===== src/rtl/popcount_stream_acc.sv =====
// Streaming popcount accumulator: sums popcount(in_data) over BEATS words, emits total + fire.
// Define POPCOUNT_STREAM_APPROX_EN to drop bit 0 of each per-beat count.
module popcount_stream_acc #(
    parameter int WIDTH = 4,
    parameter int BEATS = 8,
    localparam int CNT_W = $clog2(WIDTH * BEATS + 1)
) (
    input  logic             clk,
    input  logic             rst_n,
    input  logic             flush,
    input  logic             in_valid,
    output logic             in_ready,
    input  logic [WIDTH-1:0] in_data,
    input  logic [CNT_W-1:0] threshold,
    output logic             out_valid,
    input  logic             out_ready,
    output logic [CNT_W-1:0] out_count,
    output logic             out_fire
);

    localparam int PC_W   = $clog2(WIDTH + 1);
    localparam int BEAT_W = $clog2(BEATS);

    typedef enum logic {
        ACCUM,
        HOLD
    } state_t;

    state_t state;
    state_t state_n;

    logic              live;
    logic [CNT_W-1:0]  acc;
    logic [BEAT_W-1:0] beat;
    logic [PC_W-1:0]   pc;
    logic [PC_W-1:0]   pc_use;
    logic [CNT_W-1:0]  sum;
    logic              accept;
    logic              last;

    always_comb begin
        pc = '0;
        for (int i = 0; i < WIDTH; i++) begin
            pc = pc + PC_W'(in_data[i]);
        end
    end

`ifdef POPCOUNT_STREAM_APPROX_EN
    // Bit 0 tied low so the LSB adder column folds away.
    assign pc_use = pc & ~PC_W'(1);
`else
    assign pc_use = pc;
`endif

    assign sum    = acc + CNT_W'(pc_use);
    assign last   = (beat == BEAT_W'(BEATS - 1));
    assign accept = in_valid & in_ready;

    always_ff @(posedge clk or negedge rst_n) begin
        if (!rst_n) begin
            state <= ACCUM;
        end else begin
            state <= state_n;
        end
    end

    always_comb begin
        state_n   = state;
        in_ready  = 1'b0;
        out_valid = 1'b0;
        unique case (state)
            ACCUM: begin
                in_ready = live;
                if (!flush && accept && last) begin
                    state_n = HOLD;
                end
            end
            HOLD: begin
                out_valid = 1'b1;
                if (flush || out_ready) begin
                    state_n = ACCUM;
                end
            end
            default: state_n = ACCUM;
        endcase
    end

    // live keeps in_ready low until the first edge after reset release.
    always_ff @(posedge clk or negedge rst_n) begin
        if (!rst_n) begin
            live      <= 1'b0;
            acc       <= '0;
            beat      <= '0;
            out_count <= '0;
            out_fire  <= 1'b0;
        end else begin
            live <= 1'b1;
            if (flush) begin
                acc  <= '0;
                beat <= '0;
            end else if (accept) begin
                if (last) begin
                    out_count <= sum;
                    out_fire  <= (sum >= threshold);
                    acc       <= '0;
                    beat      <= '0;
                end else begin
                    acc  <= sum;
                    beat <= beat + BEAT_W'(1);
                end
            end
        end
    end

endmodule

===== config.mk =====
export PLATFORM = sky130hd
export DESIGN_NAME = popcount_stream_acc
export DESIGN_NICKNAME = d
export VERILOG_FILES = /design/src/rtl/popcount_stream_acc.sv
export SDC_FILE = /design/constraint.sdc
export NUM_CORES = 1
export LEC_CHECK = 0
export CAP_MARGIN = 30
export CORE_UTILIZATION = 49
export DETAILED_ROUTE_END_ITERATION = 8
export PLACE_DENSITY = 0.78
export RECOVER_POWER = 100
export SYNTH_ARGS = -nofsm -noshare
export SYNTH_HDL_FRONTEND = slang
export SYNTH_SLANG_ARGS = --single-unit

===== constraint.sdc =====
create_clock -name clk -period 3 [get_ports clk]
set_input_delay 0.9 -clock clk [delete_from_list [all_inputs] [get_ports clk]]
set_output_delay 0.9 -clock clk [all_outputs]
set_load 0.01 [all_outputs]

After elaboration in Yosys (flattened, before gate mapping)

Index checks and enable logic that the tools add are counted.

Register bits: 18
Bits in latches: 0
Bits in writable memories: 0
Bits in read-only memories: 0
Bits of input ports: 15
Output and inout port bits: 9
Word-level logic and storage cells: 33
Memories kept: 0

Add/sub/neg operators: 5
Multipliers: 0
Divide/modulo/power cells: 0
$lt $le $gt $ge: 1
Eq/ne operators: 1
Shift operators: 0
Multiplexer cells: 11
Bitwise logic cells: 3
Reduce and logical (&&, ||, !) cells: 6

Operators by type and width:

| operator            | number |
|---|---|
| $mux 6              | 3 |
| $mux 3              | 3 |
| $add 6x3->6         | 1 |
| $ge 6x6->1          | 1 |
| $mux 1              | 4 |
| $add 2x1->3         | 1 |
| $add 3x1->3         | 1 |
| $add 3x1->3 const B | 1 |
| $eq 3x3->1 const B  | 1 |
| $reduce_and 3->1    | 1 |
| $add 1x1->2         | 1 |
| $logic_and 1x1->1   | 2 |
| $not 1->1           | 2 |
| $pmux 1 s2          | 1 |
| $reduce_bool 2->1   | 1 |
| $and 1x1->1         | 1 |
| $logic_not 1->1     | 1 |
| $logic_or 1x1->1    | 1 |

Longest topological paths before layout

Gate-level depths: netlist of run 1.

Depth after elaboration: 7
Gate-level depth with buffers: 13
Depth with buffers taken out: 13

Least setup slack after synthesis of run 1

Ideal clock, no wire load.

Path type: input to register
Start point: in in_data[0]
End point: reg out_fire
Setup time: 0.125 ns
Arrival time: 3.369 ns
Required time: 2.875 ns
Setup slack: -0.494 ns
Stages on the path: 13
Path buffers: 0
Cell sequence: fa_1 > inv_1 > fa_1 > inv_1 > fa_1 > nand3_1 > xor2_1 > inv_1 > ha_1 > a41o_1 > a21oi_1 > o21ai_0 > mux2_2

Longest elaborated chain between the ends: 5

RTL lines:

| item                 | line | text |
|---|---|---|
| start, declared      | 13   | `input logic [WIDTH-1:0] in_data,` |
| $add 1x1->2          | 44   | `pc = pc + PC_W'(in_data[i]);` |
| $add 2x1->3          | 44   |  |
| $add 3x1->3          | 44   |  |
| $add 6x3->6          | 55   | `assign sum = acc + CNT_W'(pc_use);` |
| named net sum[4]     | 37   | `logic [CNT_W-1:0] sum;` |
| $ge 6x6->1           | 104  | `out_fire <= (sum >= threshold);` |
| end signal, assigned | 104  |  |
| end, declared        | 18   | `output logic out_fire` |

The timed path passes the listed nets, and every way through them passes these cells.
A chain may end at the register's enable or synchronous reset.

Worst setup path in the final report of run 1

Start point: in in_data[3]
End point: reg out_fire

Longest elaborated chain between the ends: 3

RTL lines:

| item             | line |
|---|---|
| $add 3x1->3      | 44 |
| $add 6x3->6      | 55 |
| named net sum[5] | 37 |
| $ge 6x6->1       | 104 |

The timed path passes the listed nets, and every way through them passes these cells.

==> impl_metrics.tcl, run 1 <==
set metrics [dict create \
    endpoint_kind "register" \
    clk_pin_slew_ns 0.11 \
    tightest_slew_ns 0.810 \
    drive_gt1_share_pct 24.6 \
    final_cell_mix "18 x dfrtp_1, 11 x inv_1, 11 x dlygate4sd3_1" \
    path_max_fanout 2 \
    dr.pass1.iters 4 \
    dieWidth_um 48.3 \
    fin_crit_ns 3.29 \
    drc_errors 0 \
    port_buffers 23 \
    drt-initial-drc-count 22 \
    grt_pass1_wl_um 3470 \
    violations "negative setup slack" \
    netlist_area_um2 1050 \
    fin_crit_sh_pct 110 \
    cts_buffers 3 \
    drtAntennaViolNets 0 \
    ys_types 29 \
    crit_type "in -> reg" \
    grt_start_max_net_pins 19 \
    synth-seq-cells 18 \
    yosys_warnings 0 \
    core_um2 1980 \
    status "complete, but fails checks" \
    die_area_um2 2330 \
    final_common_cell "dfrtp_1" \
    gp_congestion 0.792 \
    num-fill-cells 129 \
    diodes 0 \
    rsz0062_at_grt "yes" \
    drt_wl_total_um 2290 \
    multi_input_area_um2 588 \
    core.rowCount 16 \
    grt_pass1_vias 809 \
    register_area_um2 450 \
    timing.max_cap.violations 0 \
    clock_path_buffers 2 \
    leakage_nw 0.761 \
    gr-total-overflow 0 \
    hold_class "reg -> reg" \
    grt.total_usage_pct 22.2 \
    syn_to_final_growth_pct 39.0 \
    drt-vias-per-instance 5.07 \
    slew-limit-headroom_pct 45.8 \
    io_pins 24 \
    p_per_area_nw_per_um2 361 \
    wl_per_cell_um 14.2 \
    dp_slack_ns -0.994 \
    syn_nets 124 \
    final_hold_viol_count 0 \
    clk_latency_ns 0.29 \
    timing.final.ws_setup_ns -0.292 \
    nNetsFinal 162 \
    power_uw 526 \
    antenna_found_initial 0 \
    peakVddDrop_mv 0.302 \
    ys_seq_area_share_pct 43.0 \
    dp_hpwl_um 1690 \
    route.vias.total 816 \
    cts_tree "built" \
    fmax_mhz 304 \
    cts.sinks 18 \
    start_util_pct 52.9 \
    die_h_um 48.3 \
    drv_slew 0 \
    htree_levels 1 \
    setup_viol 1 \
    root_buffer "clkbuf_4" \
    crit_arrival_ns 3.47 \
    syn_inst 97 \
    startpoint_type "input port" \
    synth_area_per_cell_um2 10.8 \
    critPathRequiredTime_ns 3.18 \
    fin_skew_ns 0.00947 \
]
per-stage QoR:
step / util [%] / hold WS, ns / instance area (µm²) / TNS (ns) / std cells
after global placement: 69.4 / 0.465 / 1380 / -2.64 / 153
final: 73.5 / 0.493 / 1460 / -0.292 / 161
after CTS: 72.9 / 0.499 / 1440 / -0.273 / 159
after detailed placement: 69.4 / 0.474 / 1380 / -3.14 / 153
after global routing: 73.5 / 0.531 / 1460 / -0.360 / 161
after floorplan: - / 0.450 / 1070 / -0.412 / 97
where the power goes:
group	leakage (nW)	switching (mW)	internal [mW]
Clock	0.0210	0.0760	0.0739
Combinational	0.492	0.0595	0.0636
Sequential	0.247	0.00511	0.248
Total	0.761	0.141	0.385
sequential cells by signal (all words and copies together) (netlist names):
signal     cells
acc            6
out_count      6
beat           3
live           1
out_fire       1
state          1
worst max-delay path, stage by stage:
cell       delay [ns]
buf_6            0.09
fa_1             0.52
inv_1            0.05
fa_2             0.36
nor2b_2          0.17
o2111ai_2        0.16
xnor2_2          0.20
ha_1             0.33
a41o_1           0.18
a21oi_1          0.13
o21ai_1          0.10
mux2_4           0.28
timing repair:
| item | in CTS | in global routing |
|---|---|---|
| hold buffers | 0 | 0 |
| pin swaps | 10 | 2 |
| endpoints found under the hold margin | 0 | 0 |
| resized for setup | 18 | 3 |
| setup buffers | 2 | 2 |
| endpoints found under the setup margin | 3 | 1 |
cells in the mapped netlist (all sizes together):
cell     count  area [µm²]
dfrtp       18         450
inv         13        48.8
o21ai       11        55.1
ha           9         113
nand2        8        30.0
a21oi        5        25.0
mux2         4        56.3
fa           3        60.1
mux2i        3        30.0
xor2         3        26.3
nor2         2        7.51
or3          2        12.5
a21o         1        7.51
a22o         1        8.76
a41o         1        10.0
and2b        1        7.51
buf          1        11.3
conb         1        3.75
nand2b       1        6.26
nand3        1        5.00
nand3b       1        20.0
nand4        1        6.26
nor2b        1        6.26
nor3         1        5.00
o2111ai      1        8.76
or2b         1        7.51
or3b         1        11.3
xnor2        1        8.76
area by class of cell:
type                    instances  share of cell area, %
multi-input cells              65                   40.3
flip-flops and latches         18                   30.9
repair buffers                 34                   20.6
inverters                      13                   3.35
clock buffers                   4                   2.49
well taps                      27                   2.32
per-layer routing:
metal | part of all wire [%] | track usage (%) | vias up | wire length (µm)
li1 | - | - | 403 | -
met1 | 45 | 29.0 | 387 | 1040
met2 | 50 | 36.3 | 22 | 1140
met3 | 3.3 | 2.59 | 4 | 76
met4 | 1.2 | 11.1 | 0 | 28
met5 | 0 | 0 | - | 0
path summary, 6_finish.rpt:
| check | start | end | slack [ns] | cells after the start |
|---|---|---|---|---|
| min in group asynchronous | rst_n | acc[5]$_DFFE_PN0P_ | 1.13 | 1 |
| max in group asynchronous | rst_n | out_fire$_DFFE_PN0P_ | 1.36 | 1 |
| hold / removal | out_count[0]$_DFFE_PN0P_ | out_count[0]$_DFFE_PN0P_ | 0.49 | 2 |
| setup / recovery | in_data[3] | out_fire$_DFFE_PN0P_ | -0.29 | 12 |
| hold reg to reg | out_count[0]$_DFFE_PN0P_ | out_count[0]$_DFFE_PN0P_ | 0.49 | 2 |
| setup reg to reg | acc[1]$_DFFE_PN0P_ | out_fire$_DFFE_PN0P_ | 0.49 | 10 |
cells by family (layout without fill, tap and decap cells):
group                    after synthesis  in the layout  synth area share [%]
AO/OA/AOI/OAI                         20             20                  11.0
multiplexers                           7              7                  8.23
XOR/XNOR                               4              4                  3.34
other                                  1              1                 0.358
AND/OR/NAND/NOR                       21             21                  11.9
flip-flops                            18             18                  43.0
adder cells (fa/ha/maj)               12             12                  16.5
buffers and inverters                 14             51                  5.73
(Power assumes the default switching activity.)
==> run 2: changes to the inputs <==
--- a/config.mk
+++ b/config.mk
@@ -6,10 +6,14 @@
 export NUM_CORES = 1
 export LEC_CHECK = 0
 export CAP_MARGIN = 30
-export CORE_UTILIZATION = 49
+export CELL_PAD_IN_SITES_DETAIL_PLACEMENT = 0
+export CELL_PAD_IN_SITES_GLOBAL_PLACEMENT = 1
+export CORE_UTILIZATION = 38
+export CTS_CLUSTER_SIZE = 20
 export DETAILED_ROUTE_END_ITERATION = 8
 export PLACE_DENSITY = 0.78
 export RECOVER_POWER = 100
+export SKIP_LAST_GASP = 1
 export SYNTH_ARGS = -nofsm -noshare
 export SYNTH_HDL_FRONTEND = slang
 export SYNTH_SLANG_ARGS = --single-unit
==> impl_metrics.tcl, run 2 (synthesized netlist as in run 1, its figures left out) <==
set metrics [dict create \
    status "complete, but fails checks" \
    violations "negative setup slack" \
    dp_slack_ns -1.04 \
    grt_start_max_net_pins 19 \
    endpoint_kind "register" \
    io_pins 24 \
    drt-initial-drc-count 8 \
    core.rowCount 18 \
    dp_hpwl_um 1560 \
    clk_latency_ns 0.29 \
    drc_errors 0 \
    start_util_pct 41.2 \
    p_per_area_nw_per_um2 356 \
    design_area_um2 1490 \
    critPathRequiredTime_ns 3.19 \
    die_area_um2 2970 \
    die_h_um 54.5 \
    fin_skew_ns 0.00313 \
    drtAntennaViolNets 0 \
    drt-vias-per-instance 4.93 \
    final_hold_viol_count 0 \
    nNetsFinal 163 \
    largestRegisters "acc x6, out_count x6, beat x3" \
    grt_pass1_vias 820 \
    power_uw 531 \
    drv_slew 0 \
    port_buffers 23 \
    gr-total-overflow 0 \
    root_buffer "clkbuf_4" \
    dieWidth_um 54.5 \
    grt_pass1_wl_um 3660 \
    timing.final.ws_setup_ns -0.272 \
    final_cell_mix "18 x dfrtp_1, 11 x dlygate4sd3_1, 11 x buf_4" \
    cts_tree "built" \
    setup_viol 1 \
    clk_pin_slew_ns 0.10 \
    hold_class "reg -> reg" \
    post_dp_cell_area_um2 1380 \
    clock_path_buffers 2 \
    startpoint_type "input port" \
    dp_cells 156 \
    cts_buffers 3 \
    timing.max_cap.violations 0 \
    peakVddDrop_mv 0.201 \
    route.vias.total 813 \
    core_um2 2540 \
    rsz0062_at_grt "yes" \
    crit_arrival_ns 3.46 \
    drt_wl_total_um 2190 \
    gp_congestion 0.844 \
    tightest_slew_ns 0.859 \
    fin_crit_ns 3.27 \
    holdWs_ns 0.481 \
    wl_per_cell_um 13.3 \
    fmax_mhz 306 \
    syn_to_final_growth_pct 42.4 \
    final_common_cell "dfrtp_1" \
    htree_levels 1 \
    diodes 0 \
    crit_type "in -> reg" \
    finish.utilization_pct 58.7 \
    tns_ns -0.272 \
    path_max_fanout 2 \
    cts.sinks 18 \
    leakage_nw 0.770 \
    num-fill-cells 225 \
    slew-limit-headroom_pct 42.5 \
    antenna_found_initial 0 \
    drive_gt1_share_pct 27.4 \
    fin_crit_sh_pct 109 \
    hold_buffers 0 \
    fin_cells 165 \
    grt.total_usage_pct 18.2 \
    dr.pass1.iters 4 \
]
-- run 2: what timing repair did --
item | CTS | global route
hold endpoints to repair | 0 | 0
setup buffers | 4 | 1
pin swaps | 10 | 6
cloned | 0 | 0
setup endpoints to repair | 4 | 1
gates resized for setup | 20 | 6
-- run 2: layout make-up --
class	instances	area, µm²	share of cell area [%]
timing repair buffer	35	308	20.6
sequential	18	450	30.2
clock buffer	4	36.3	2.43
tap	30	37.5	2.51
inverter	13	48.8	3.27
multi-input combinational	65	612	41.0
-- run 2: power breakdown --
| part | switching (mW) | internal, mW | leakage, nW |
|---|---|---|---|
| combinational | 0.0609 | 0.0654 | 0.502 |
| clock | 0.0775 | 0.0739 | 0.0210 |
| sequential | 0.00525 | 0.248 | 0.247 |
-- run 2: final timing paths --
| kind | cells past startpoint | to | start | slack [ns] |
|---|---|---|---|---|
| max in group asynchronous | 1 | acc[4]$_DFFE_PN0P_ | rst_n | 1.32 |
| min reg2reg | 2 | out_count[3]$_DFFE_PN0P_ | out_count[3]$_DFFE_PN0P_ | 0.48 |
| max | 12 | out_fire$_DFFE_PN0P_ | in_data[0] | -0.27 |
| max reg2reg | 11 | out_fire$_DFFE_PN0P_ | acc[0]$_DFFE_PN0P_ | 0.60 |
| min | 2 | out_count[3]$_DFFE_PN0P_ | out_count[3]$_DFFE_PN0P_ | 0.48 |
| min in group asynchronous | 1 | out_count[1]$_DFFE_PN0P_ | rst_n | 1.15 |
-- run 2: per-layer routing --
layer / vias to the layer above / routed length [µm] / global-route usage, %
met5: - / 0 / 0
met4: 0 / 0 / 6.41
met3: 0 / 113 / 4.17
met2: 20 / 1090 / 31.5
met1: 385 / 986 / 21.8
li1: 408 / - / -
-- run 2: critical path, stage by stage --
cell and delay [ns]:
buf_6 0.09, fa_1 0.55, inv_2 0.04, fa_2 0.39
nor2b_4 0.17, o2111ai_4 0.15, xnor2_2 0.18, ha_1 0.31
a41o_1 0.25, a21oi_2 0.09, o21ai_1 0.07, mux2_4 0.26
==> run 3: changes to the inputs <==
--- a/config.mk
+++ b/config.mk
@@ -8,6 +8,7 @@
 export CAP_MARGIN = 30
 export CELL_PAD_IN_SITES_DETAIL_PLACEMENT = 0
 export CELL_PAD_IN_SITES_GLOBAL_PLACEMENT = 1
+export CORE_MARGIN = 2
 export CORE_UTILIZATION = 38
 export CTS_CLUSTER_SIZE = 20
 export DETAILED_ROUTE_END_ITERATION = 8
==> impl_metrics.tcl, run 3 (synthesized netlist as in run 1, its figures left out) <==
set metrics [dict create \
    nNetsFinal 163 \
    route.vias.total 817 \
    grt_start_max_net_pins 19 \
    drt_wl_total_um 2340 \
    r2r_cells 10 \
    clock_path_buffers 2 \
    gr-total-overflow 0 \
    die_area_um2 3200 \
    dieWidth_um 56.5 \
    slowest_delay_ns 0.52 \
    violations "negative setup slack" \
    cts_buffers 3 \
    fmax_mhz 308 \
    core_um2 2690 \
    antenna_found_initial 0 \
    rr_startpoint "acc[1]$_DFFE_PN0P_" \
    drtAntennaViolNets 0 \
    final_hold_viol_count 0 \
    leakage_nw 0.772 \
    finish.utilization_pct 55.6 \
    endpoint_kind "register" \
    die_h_um 56.5 \
    clk_latency_ns 0.30 \
    critPathRequiredTime_ns 3.20 \
    cts.sinks 18 \
    crit_arrival_ns 3.44 \
    peakVddDrop_mv 0.266 \
    io_pins 24 \
    final_cell_mix "18 x dfrtp_1, 12 x buf_4, 11 x inv_1, 11 x dlygate4sd3_1" \
    drt-initial-drc-count 12 \
    holdCritStartpoint "acc[0]$_DFFE_PN0P_" \
    crit_type "in -> reg" \
    tightest_slew_ns 0.834 \
    rr_endpoint "out_fire$_DFFE_PN0P_" \
    root_buffer "clkbuf_4" \
    rsz0062_at_grt "yes" \
    power_uw 536 \
    worstPathCellList "buf_6 > fa_1 > inv_1 > fa_2 > nor2b_4 > o21ai_1 > xor2_1 > inv_1 > ha_4 > a41o_1 > a21oi_2 > o21ai_1 > mux2_4" \
    fin_crit_ns 3.25 \
    htree_levels 1 \
    holdPathEnd "acc[0]$_DFFE_PN0P_" \
    syn_to_final_growth_pct 42.5 \
    drv_slew 0 \
    drive_gt1_share_pct 26.7 \
    hold_depth 2 \
    status "complete, but fails checks" \
    drt-vias-per-instance 4.92 \
    drc_errors 0 \
    fin_skew_ns 0.00420 \
    wl_per_cell_um 14.1 \
    fin_cells 166 \
    dp_slack_ns -0.962 \
    grt.total_usage_pct 15.6 \
    p_per_area_nw_per_um2 359 \
    holdWs_ns 0.496 \
    startpoint_type "input port" \
    port_buffers 23 \
    setup_viol 1 \
    fin_crit_sh_pct 108 \
    slew-limit-headroom_pct 44.2 \
    gp_congestion 0.812 \
    reg2reg_slack_ns 0.60 \
    cts_tree "built" \
    path_max_fanout 2 \
    largestRegisters "acc x6, out_count x6, beat x3" \
    timing.max_cap.violations 0 \
    dp_cells 158 \
    final_common_cell "dfrtp_1" \
    grt_pass1_vias 808 \
    slowest_stage "fa_1" \
    hold_class "reg -> reg" \
    diodes 0 \
    dr.pass1.iters 4 \
    start_util_pct 39.0 \
    dp_hpwl_um 1740 \
    core.rowCount 19 \
    grt_pass1_wl_um 3730 \
    timing.final.ws_setup_ns -0.246 \
    clk_pin_slew_ns 0.11 \
]
==> run 3: cell types whose count changed in the layout (fill, tap and decap cells not counted) <==
cell,previous run,this run
inv_1,10,11
clkbuf_1,1,0
o21ai_1,1,2
inv_2,3,2
o21ai_2,1,0
buf_4,11,12
==> run 3: per-stage QoR <==
| stage | setup TNS, ns | area [µm²] |
|---|---|---|
| after floorplan | -0.412 | 1070 |
| after global placement | -2.78 | 1390 |
| after detailed placement | -3.11 | 1390 |
| after CTS | -0.260 | 1440 |
| after global routing | -0.383 | 1490 |
| final | -0.246 | 1490 |
==> run 3: repair_timing <==
action / in CTS / in global routing
pin swaps: 8 / 8
hold buffers: 0 / 0
resized for setup: 15 / 8
setup endpoints to repair: 3 / 1
buffers inserted: 2 / 2
==> run 3: critical path, delay by kind of cell <==
kind                       cells  cell delay (ns)
buffers and inverters          3             0.25
and+or+nand+nor                1             0.15
xor gates and xnor gates       1             0.24
muxes                          1             0.26
AOI/OAI and AO/OA              4             0.48
adders and majority gates      3             1.13
==> run 3: how the worst max path moves through the flow <==
stage	startpoint	endpoint	slack (ns)	cells after the start
2_1_floorplan	in_data[0]	out_fire$_DFFE_PN0P_	-0.41	13
3_3_place_gp	in_data[0]	out_fire$_DFFE_PN0P_	-0.92	14
3_5_place_dp	in_data[0]	out_fire$_DFFE_PN0P_	-0.96	14
4_1_cts	in_data[0]	out_fire$_DFFE_PN0P_	-0.26	14
5_1_grt	in_data[0]	out_fire$_DFFE_PN0P_	-0.38	13
6_report	in_data[0]	out_fire$_DFFE_PN0P_	-0.25	13
==> run 3: cell type report <==
cell class	count	area, µm²
fill	250	1190
inverter	13	48.8
tap	31	38.8
timing repair buffer	35	312
sequential	18	450
multi-input combinational	65	608
clock buffer	4	36.3
==> run 3: power by group <==
group	switching, mW	leakage, nW	internal, mW
Sequential	0.00528	0.247	0.248
Combinational	0.0610	0.504	0.0683
Clock	0.0798	0.0210	0.0741
==> run 3: metal layers <==
layer	up-vias	wire, µm	share of wire (%)	global-route usage, %
li1	403	-	-	-
met1	397	1060	45	20.5
met2	13	1140	49	24.6
met3	4	95	4.1	2.53
met4	0	46	2.0	8.16
met5	-	0	0	0
